## config.mk

```make
export PLATFORM = sky130hd
export DESIGN_NAME = arith_seq
export DESIGN_NICKNAME = d
export VERILOG_FILES = /design/src/rtl/arith_seq_pkg.sv /design/src/rtl/arith_seq_cnt.sv /design/src/rtl/arith_seq.sv
export SDC_FILE = /design/constraint.sdc
export NUM_CORES = 1
export LEC_CHECK = 0
export CAP_MARGIN = 20
export CORE_UTILIZATION = 54
export CTS_CLUSTER_SIZE = 25
export DETAILED_ROUTE_END_ITERATION = 7
export GPL_TIMING_DRIVEN = 0
export PLACE_DENSITY = 0.79
export SLEW_MARGIN = 20
export SYNTH_ARGS = -nofsm -noshare
export SYNTH_HDL_FRONTEND = slang
export SYNTH_HIERARCHICAL = 1
export SYNTH_SLANG_ARGS = --single-unit
```

## constraint.sdc

```tcl
create_clock -name clk -period 2.25 [get_ports clk]
set_input_delay 0.45 -clock clk [delete_from_list [all_inputs] [get_ports clk]]
set_output_delay 0.45 -clock clk [all_outputs]
set_load 0.005 [all_outputs]
```

## src/rtl/arith_seq_pkg.sv

```systemverilog
// arith_seq_pkg: shared definitions for the arithmetic order sequencer.
//   - opcode encodings accepted from the program unit
//   - one-hot state bit indices and the state enum built from them
//   - default settle / timeout cycle counts
// Optional feature macro used by arith_seq: ARITH_SEQ_WATCHDOG_EN.
package arith_seq_pkg;

   localparam logic [2:0] OP_ADD = 3'd0;
   localparam logic [2:0] OP_SUB = 3'd1;
   localparam logic [2:0] OP_MUL = 3'd2;
   localparam logic [2:0] OP_DIV = 3'd3;
   localparam logic [2:0] OP_AND = 3'd4;

   localparam int DEF_SETTLE_CYCLES  = 64;
   localparam int DEF_TIMEOUT_CYCLES = 96;

   localparam int NUM_STATES = 12;
   localparam int S_IDLE     = 0;
   localparam int S_CLR      = 1;
   localparam int S_SETTLE   = 2;
   localparam int S_REQ1     = 3;
   localparam int S_WAIT1    = 4;
   localparam int S_LOAD_A   = 5;
   localparam int S_REQ2     = 6;
   localparam int S_WAIT2    = 7;
   localparam int S_LOAD_B   = 8;
   localparam int S_ORDER    = 9;
   localparam int S_WAIT_ANS = 10;
   localparam int S_DONE     = 11;

   typedef enum logic [NUM_STATES-1:0] {
      ST_IDLE     = 12'(1 << S_IDLE),
      ST_CLR      = 12'(1 << S_CLR),
      ST_SETTLE   = 12'(1 << S_SETTLE),
      ST_REQ1     = 12'(1 << S_REQ1),
      ST_WAIT1    = 12'(1 << S_WAIT1),
      ST_LOAD_A   = 12'(1 << S_LOAD_A),
      ST_REQ2     = 12'(1 << S_REQ2),
      ST_WAIT2    = 12'(1 << S_WAIT2),
      ST_LOAD_B   = 12'(1 << S_LOAD_B),
      ST_ORDER    = 12'(1 << S_ORDER),
      ST_WAIT_ANS = 12'(1 << S_WAIT_ANS),
      ST_DONE     = 12'(1 << S_DONE)
   } state_t;

   function automatic logic op_legal(input logic [2:0] op);
      return op <= OP_AND;
   endfunction

endpackage

```

## src/rtl/arith_seq_cnt.sv

```systemverilog
// arith_seq_cnt: loadable saturating up-counter with a terminal compare.
// Shared by the settle wait and the answer wait of arith_seq.
// Ports:
//   clk, resetn  clock, synchronous active-low reset (count -> 0)
//   load         clear count to 0 (wins over inc)
//   inc          increment, holding at all-ones instead of wrapping
//   term         terminal value to compare against
//   at_term      count == term
module arith_seq_cnt #(
   parameter int W = 8
) (
   input  logic         clk,
   input  logic         resetn,
   input  logic         load,
   input  logic         inc,
   input  logic [W-1:0] term,
   output logic         at_term
);

   logic [W-1:0] count;

   always_ff @(posedge clk) begin
      if (!resetn) begin
         count <= '0;
      end else if (load) begin
         count <= '0;
      end else if (inc && (count != '1)) begin
         count <= count + 1'b1;
      end
   end

   assign at_term = (count == term);

endmodule

```

## src/rtl/arith_seq.sv

```systemverilog
// arith_seq: initiator side of the arithmetic order handshake.
// Runs one instruction on the AU: clear A, settle, fetch two operands via
// register C into A and B, issue one order pulse, wait for the AU answer.
// Handshake: every *_to_* pulse is high for exactly one cycle; each pulse
// input (start, operand_ready, au_answer) is acted on only in the state that
// waits for it and is otherwise dropped.
// Optional feature macro ARITH_SEQ_WATCHDOG_EN: when defined, an unanswered
// order times out after TIMEOUT_CYCLES and raises sticky overflow_to_pu;
// when undefined, WAIT_ANS waits forever and overflow_to_pu is tied 0.
// Ports:
//   clk, resetn                      clock, synchronous active-low reset
//   start/opcode/abs_from_pu         instruction request from program unit
//   operand_ready_from_mem           register C loaded
//   au_answer_from_au                AU finished the order
//   fetch_operand_to_mem             operand request pulse
//   clear_a / move_c_to_a / move_c_to_b / order_*_to_au   AU control pulses
//   ctrl_abs_to_au                   latched abs flag
//   busy/done/illegal/overflow_to_pu status back to program unit
module arith_seq
   import arith_seq_pkg::*;
#(
   parameter int SETTLE_CYCLES  = DEF_SETTLE_CYCLES,
   parameter int TIMEOUT_CYCLES = DEF_TIMEOUT_CYCLES,
   parameter int CNT_W          = 8
) (
   input  logic       clk,
   input  logic       resetn,
   input  logic       start_from_pu,
   input  logic [2:0] opcode_from_pu,
   input  logic       abs_from_pu,
   input  logic       operand_ready_from_mem,
   input  logic       au_answer_from_au,
   output logic       fetch_operand_to_mem,
   output logic       clear_a_to_au,
   output logic       move_c_to_a_to_au,
   output logic       move_c_to_b_to_au,
   output logic       ctrl_abs_to_au,
   output logic       order_add_to_au,
   output logic       order_sub_to_au,
   output logic       order_mul_to_au,
   output logic       order_div_to_au,
   output logic       order_and_to_au,
   output logic       busy_to_pu,
   output logic       done_to_pu,
   output logic       illegal_to_pu,
   output logic       overflow_to_pu
);

   state_t     state;
   logic [2:0] opcode_q;
   logic       abs_q;
   logic       illegal_q;
`ifdef ARITH_SEQ_WATCHDOG_EN
   logic       overflow_q;
`endif

   logic             cnt_load;
   logic             cnt_inc;
   logic             cnt_at_term;
   logic [CNT_W-1:0] cnt_term_val;

   // One counter serves both waits; the terminal value follows the state.
   assign cnt_load     = state[S_CLR] | state[S_ORDER];
   assign cnt_inc      = state[S_SETTLE] | (state[S_WAIT_ANS] & ~au_answer_from_au);
   assign cnt_term_val = state[S_SETTLE] ? CNT_W'(SETTLE_CYCLES - 1)
                                         : CNT_W'(TIMEOUT_CYCLES - 1);

   arith_seq_cnt #(.W(CNT_W)) u_cnt (
      .clk     (clk),
      .resetn  (resetn),
      .load    (cnt_load),
      .inc     (cnt_inc),
      .term    (cnt_term_val),
      .at_term (cnt_at_term)
   );

   always_ff @(posedge clk) begin
      if (!resetn) begin
         state     <= ST_IDLE;
         opcode_q  <= '0;
         abs_q     <= 1'b0;
         illegal_q <= 1'b0;
`ifdef ARITH_SEQ_WATCHDOG_EN
         overflow_q <= 1'b0;
`endif
      end else begin
         illegal_q <= 1'b0;
         case (state)
            ST_IDLE: begin
               if (start_from_pu) begin
                  if (op_legal(opcode_from_pu)) begin
                     opcode_q <= opcode_from_pu;
                     abs_q    <= abs_from_pu;
`ifdef ARITH_SEQ_WATCHDOG_EN
                     overflow_q <= 1'b0;
`endif
                     state    <= ST_CLR;
                  end else begin
                     illegal_q <= 1'b1;
                  end
               end
            end
            ST_CLR:    state <= ST_SETTLE;
            ST_SETTLE: if (cnt_at_term) state <= ST_REQ1;
            ST_REQ1:   state <= ST_WAIT1;
            ST_WAIT1:  if (operand_ready_from_mem) state <= ST_LOAD_A;
            ST_LOAD_A: state <= ST_REQ2;
            ST_REQ2:   state <= ST_WAIT2;
            ST_WAIT2:  if (operand_ready_from_mem) state <= ST_LOAD_B;
            ST_LOAD_B: state <= ST_ORDER;
            ST_ORDER:  state <= ST_WAIT_ANS;
            ST_WAIT_ANS: begin
               // An answer arriving on the limit cycle still wins.
               if (au_answer_from_au) begin
                  state <= ST_DONE;
               end
`ifdef ARITH_SEQ_WATCHDOG_EN
               else if (cnt_at_term) begin
                  overflow_q <= 1'b1;
                  state      <= ST_IDLE;
               end
`endif
            end
            ST_DONE:   state <= ST_IDLE;
            default:   state <= ST_IDLE;
         endcase
      end
   end

   // Moore decode: each pulse is a single one-hot state bit.
   assign clear_a_to_au        = state[S_CLR];
   assign fetch_operand_to_mem = state[S_REQ1] | state[S_REQ2];
   assign move_c_to_a_to_au    = state[S_LOAD_A];
   assign move_c_to_b_to_au    = state[S_LOAD_B];
   assign ctrl_abs_to_au       = abs_q;
   assign order_add_to_au      = state[S_ORDER] & (opcode_q == OP_ADD);
   assign order_sub_to_au      = state[S_ORDER] & (opcode_q == OP_SUB);
   assign order_mul_to_au      = state[S_ORDER] & (opcode_q == OP_MUL);
   assign order_div_to_au      = state[S_ORDER] & (opcode_q == OP_DIV);
   assign order_and_to_au      = state[S_ORDER] & (opcode_q == OP_AND);
   assign busy_to_pu           = ~state[S_IDLE];
   assign done_to_pu           = state[S_DONE];
   assign illegal_to_pu        = illegal_q;
`ifdef ARITH_SEQ_WATCHDOG_EN
   assign overflow_to_pu       = overflow_q;
`else
   assign overflow_to_pu       = 1'b0;
`endif

endmodule

```

==> results of run 1 <==
where the power goes:
group	internal, uW	total, uW	leakage (uW)	switching (uW)
logic	55.9	116	0.000484	60.6
registers	452	462	0.000202	10.8
clock network	69.1	203	0.0000150	134
final cells by class:
cell class	count	area, sq um
flip-flops and latches	25	500
fillers	242	878
clock buffers	4	26.3
plain buffers	11	98.8
multi-input cells	145	986
inverters	5	18.8
repair buffers	21	210
well taps	31	38.8
Yosys cell counts (2+ instances only):
cell type,instances,area [sq um]
inv_1,5,18.8
xor2_1,2,17.5
or4_4,2,22.5
nor2b_1,2,12.5
and3_2,3,22.5
dfxtp_1,25,500
nand3_1,3,15.0
buf_4,3,22.5
and4b_1,2,20.0
nand2_1,14,52.6
nor4b_1,8,70.1
xnor2_1,9,78.8
mux2i_1,2,20.0
nand4_1,9,56.3
buf_6,6,67.6
a21boi_0,3,22.5
nor4_1,3,18.8
or2_2,2,12.5
a21oi_1,4,20.0
nor4bb_1,2,20.0
o31ai_1,2,15.0
nand2b_1,4,25.0
a211oi_1,5,37.5
a21boi_1,2,15.0
o21ai_0,8,40.0
and4_1,4,35.0
nor3_1,7,35.0
nor2_1,13,48.8
conb_1,2,7.51
timing repair:
action,in CTS,in global routing
resized for setup,1,1
setup endpoints to repair,1,15
hold buffers,0,0
worst register-to-register path, delay by kind of cell, from the launching register on:
family	cells	cell delay, ps
flip-flops	1	340
AO/OA/AOI/OAI	1	190
buffers and inverters	1	130
AND/OR/NAND/NOR	4	1360
worst max-delay path by stage:
| stage | endpoint | from | slack, ps |
|---|---|---|---|
| 4_1_cts | order_add_to_au | state[9] | 100 |
| 3_5_place_dp | state[11] | au_answer_from_au | -120 |
| 5_1_grt | order_sub_to_au | state[9] | 20 |
| 2_1_floorplan | state[11] | state[6] | 270 |
| 3_3_place_gp | state[11] | au_answer_from_au | -120 |
| 6_report | order_add_to_au | state[9] | 100 |
sequential cells by signal, summed over array words and instances (netlist names):
register and flops:
illegal_to_pu 1, opcode_q 3, state 12, ctrl_abs_to_au 1, u_cnt/count 8
kinds of logic (layout without fill, tap and decap cells):
| family | Yosys count | count (layout) |
|---|---|---|
| and+or+nand+nor | 86 | 86 |
| AOI/OAI and AO/OA | 38 | 38 |
| adders and majority gates | 1 | 1 |
| xor gates and xnor gates | 11 | 11 |
| buffers and inverters | 16 | 41 |
| other | 2 | 7 |
| DFF | 25 | 25 |
| muxes | 2 | 2 |
layer usage:
layer / vias up / GRT usage / wire [microns] / part of all wire
li1: 729 / - / - / -
met1: 674 / 0.331 / 1640 / 0.48
met2: 36 / 0.357 / 1570 / 0.46
met3: 2 / 0.0326 / 165 / 0.049
met4: 0 / 0.0418 / 19 / 0.0056
met5: - / 0 / 0 / 0
stage by stage:
step                cell area (sq um)  total power, uW   util  worst slack, ps
floorplan                        1590              541      -              267
global placement                 1840              584  0.667             -115
detailed placement               1840              587  0.667             -124
CTS                              1870              790  0.679             95.9
global route                     1880              819  0.681             22.7
finish                           1880              782  0.681              104
placed cells by master (no fill, tap or decap), types with 6 or more instances in the layout:
| master | n |
|---|---|
| nand2_1 | 14 |
| conb_1 | 7 |
| clkdlybuf4s50_1 | 21 |
| nand4_1 | 9 |
| buf_6 | 6 |
| xnor2_1 | 9 |
| nor3_1 | 7 |
| nor2_1 | 13 |
| o21ai_0 | 8 |
| nor4b_1 | 7 |
| dfxtp_1 | 25 |
==> impl_metrics.ini, run 1 <==
[run_status]
status = finished clean

[critical_path]
crit_buf_inv = 2
path_max_fanout = 10
critPathRequiredTime_ps = 1800
worst-r2r-cell-count = 6
cp.arrival_ps = 1700
endpoint_kind = output pin
cp.depth = 3
worstReg2RegEnd = state[11]
crit_chain = buf_4 -> nor4b_2 -> clkdlybuf4s50_1
reg2reg_from = state[6]
cp_slowest_stage_delay_ps = 560
cpLargestDelayFamily = buffers and inverters
criticalPathCategory = flop to output pin
crit_slowest_cell = clkdlybuf4s50_1
r2r_slack_ps = 140
worst_setup_path_start_kind = flop

[floorplanning]
fp.dieArea_sq_um = 3130
core_sq_um = 2760
start_util = 0.570
io_pins = 23
rows = 19
fp.dieH_microns = 56.0
fp.dieW_microns = 56.0

[drt]
vias_per_cell = 5.95
wl_per_cell_microns = 14.0
route.detailed.drc = 0
drt.antenna.violating_nets = 0
drt_iter0_drc = 58
wl_microns = 3400
dr.pass1.iters = 4
via_count = 1441

[clock_tree]
cts_root_buffer = clkbuf_4
cts_buffers = 3
cts_tree = built
postCtsSetupBuffers = 0
cts_max_path_buffers = 2
htreeDepth = 1
clock_sinks = 25
cts.clk_slew.worst_paths_ps = 140
clk_latency_ps = 310

[logic_synthesis]
syn_avg_cell_area_sq_um = 8.69
synth_top_family_by_area = simple AND/OR/NAND/NOR gates
synth_compound_area_frac = 0.182
syn_inst = 181
synth_edf_count = 0
yosysSeqAreaShare = 0.318
ys_async_sr_fraction = 0
synthAdderAreaFrac = 0.00796
synth-simple-area-share = 0.338
synth_cell_type_count = 54
netlist_area_sq_um = 1570
ys_ff_latch = 25
synth_flop_cell = dfxtp_1
synth_xor_area_frac = 0.0613
synth_mux_area_frac = 0.0127
yosysWarnings = 6

[cells_and_area]
finalNetCount = 222
final_cells = 242
layout-drive-gt1-share = 0.147
area_growth_pct = 19.5
num_antenna_cells = 0

[min_path]
hold_class = flop to flop
min_path_cells = 2
whs_endpoint = ctrl_abs_to_au
holdCritStartpoint = ctrl_abs_to_au

[global_routing]
overflow = 0
gr-usage-all-layers = 0.226
grt_pass1_wl_microns = 5780
grt_antenna_before_repair = 0
grt_max_degree = 14
grt_pass1_vias = 1295

[timing]
fin_skew_ps = 2.66
slew_headroom = 0.478
setup-violations-final = 0
worst_slew_pin_slew_ps = 772
fmax_mhz = 466
period_minus_slack_ps = 2150
finalCritPeriodShare = 0.954
rsz0062_at_grt = false
holdWs_ps = 503
finalHoldViolCount = 0
fin_setup_tns_ps = 0
drv_slew = 0

[job]
max_cap_viol_count = 0

[placement]
gp_congestion = 0.810
hpwl_microns = 2520
dp_cells = 238
portBuffers = 21

[power_and_ir_drop]
powerDensity_nw_per_um2 = 416
power_leakage_uw = 0.000701
max-vdd-ir-drop_mv = 0.264
Note: power is estimated with default switching activity, not from simulation.
==> inputs of run 2 (changes only) <==
Settings changed: CORE_MARGIN from default to 3, PLACE_DENSITY 0.79 to default, PLACE_DENSITY_LB_ADDON from default to 0.08.
==> impl_metrics.ini, run 2 (synthesis gave the netlist of run 1 again) <==
[min_path]
hold_class = flop to flop

[cells_and_area]
top_regs = state x12, u_cnt/count x8, opcode_q x3
final_cell_mix = dfxtp_1, clkdlybuf4s50_1, nand2_1
max_flop_register = state
finalNetCount = 222
fill_cells = 208
num_antenna_cells = 0
regArea_sq_um = 502
layout_commonest_cell = dfxtp_1
layout-drive-gt1-share = 0.161
largest_reg_flops = 12
multiInputGateArea_sq_um = 998
final_cells = 241
area_growth_pct = 20.4

[job]
max_cap_viol_count = 0

[critical_path]
worst-r2r-cell-count = 6
r2r_slack_ps = 160
critPathRequiredTime_ps = 1800
cp-startpoint = state[9]
worst_setup_path_start_kind = flop
crit_slowest_cell = clkdlybuf4s50_1
worstReg2RegEnd = state[11]
path_max_fanout = 10
cp_slowest_stage_delay_ps = 560
cp.arrival_ps = 1690
crit_chain = buf_4 -> nor4b_2 -> clkdlybuf4s50_1
endpoint_kind = output pin
criticalPathCategory = flop to output pin
endpoint = order_add_to_au
reg2reg_from = state[6]

[timing]
fin_skew_ps = 6.00
drv_slew = 0
fmax_mhz = 467
slew_headroom = 0.487
finalHoldViolCount = 0
setup-violations-final = 0
holdWs_ps = 518
worst_slew_pin_slew_ps = 759
period_minus_slack_ps = 2140
rsz0062_at_grt = false
finalCritPeriodShare = 0.953
fin_setup_tns_ps = 0

[clock_tree]
cts_tree = built
cts_buffers = 3
cts_root_buffer = clkbuf_4
cts.clk_slew.worst_paths_ps = 140
cts_max_path_buffers = 2
cts_hold_buf = 0
clock_sinks = 25
cts_resized = 0
clk_latency_ps = 320
postCtsSetupBuffers = 0
htreeDepth = 1

[power_and_ir_drop]
powerDensity_nw_per_um2 = 416
max-vdd-ir-drop_mv = 0.456
power_leakage_uw = 0.000721

[drt]
vias_per_cell = 6.03
drt.antenna.violating_nets = 0
via_count = 1453
wl_per_cell_microns = 14.5
drt_iter0_drc = 68
dr.pass1.iters = 4
wl_microns = 3490
route.detailed.drc = 0

[floorplanning]
fp.dieH_microns = 60.0
start_util = 0.602
io_pins = 23
core_sq_um = 2610
rows = 18
fp.dieArea_sq_um = 3600
fp.dieW_microns = 60.0

[placement]
gp_congestion = 0.893
portBuffers = 21
hpwl_microns = 2580
dp_cells = 237

[global_routing]
overflow = 0
gr-usage-all-layers = 0.210
grt_pass1_vias = 1311
grt_antenna_before_repair = 0
grt_pass1_wl_microns = 5800
grt_max_degree = 14

[run_status]
status = finished clean
-- run 2: layer usage --
metal / global-route usage / vias to the layer above / part of all wire
met5: 0 / - / 0
met4: 0.0665 / 0 / 0.012
met3: 0.0324 / 4 / 0.039
met2: 0.336 / 29 / 0.46
met1: 0.287 / 688 / 0.49
li1: - / 732 / -
-- run 2: area by class of cell --
cell class	instances	area share
Clock buffer	4	0.0139
Multi-Input combinational cell	145	0.527
Sequential cell	25	0.265
Inverter	5	0.00991
Timing Repair Buffer	21	0.112
Tap cell	30	0.0198
Buffer	11	0.0522
-- run 2: worst min path at each step --
stage	from	to	slack, ps	cells after the start
global placement	ctrl_abs_to_au	ctrl_abs_to_au	480	2
finish	ctrl_abs_to_au	ctrl_abs_to_au	520	2
CTS	ctrl_abs_to_au	ctrl_abs_to_au	510	2
floorplan	ctrl_abs_to_au	ctrl_abs_to_au	470	2
detailed placement	ctrl_abs_to_au	ctrl_abs_to_au	490	2
global route	ctrl_abs_to_au	ctrl_abs_to_au	530	2
-- run 2: worst max-delay path: cells and delay by family, from the launching register on --
kind | cells | cell delay, ps
buffers and inverters | 2 | 740
DFF | 1 | 390
and+or+nand+nor | 1 | 240
-- run 2: where the power goes --
| group | switching [uW] | internal, uW |
|---|---|---|
| Combinational | 59.9 | 56.3 |
| Sequential | 12.5 | 452 |
| Clock | 138 | 69.4 |
| Total | 210 | 577 |
-- run 2: stage by stage --
| step | instance area, sq um | utilization | setup slack [ps] | power, uW |
|---|---|---|---|---|
| 2_1_floorplan | 1590 | - | 267 | 541 |
| 3_5_place_dp | 1840 | 0.704 | -121 | 586 |
| 6_report | 1890 | 0.725 | 107 | 788 |
| 5_1_grt | 1890 | 0.725 | 28.9 | 827 |
| 4_1_cts | 1870 | 0.714 | 41.9 | 789 |
| 3_3_place_gp | 1840 | 0.704 | -133 | 582 |
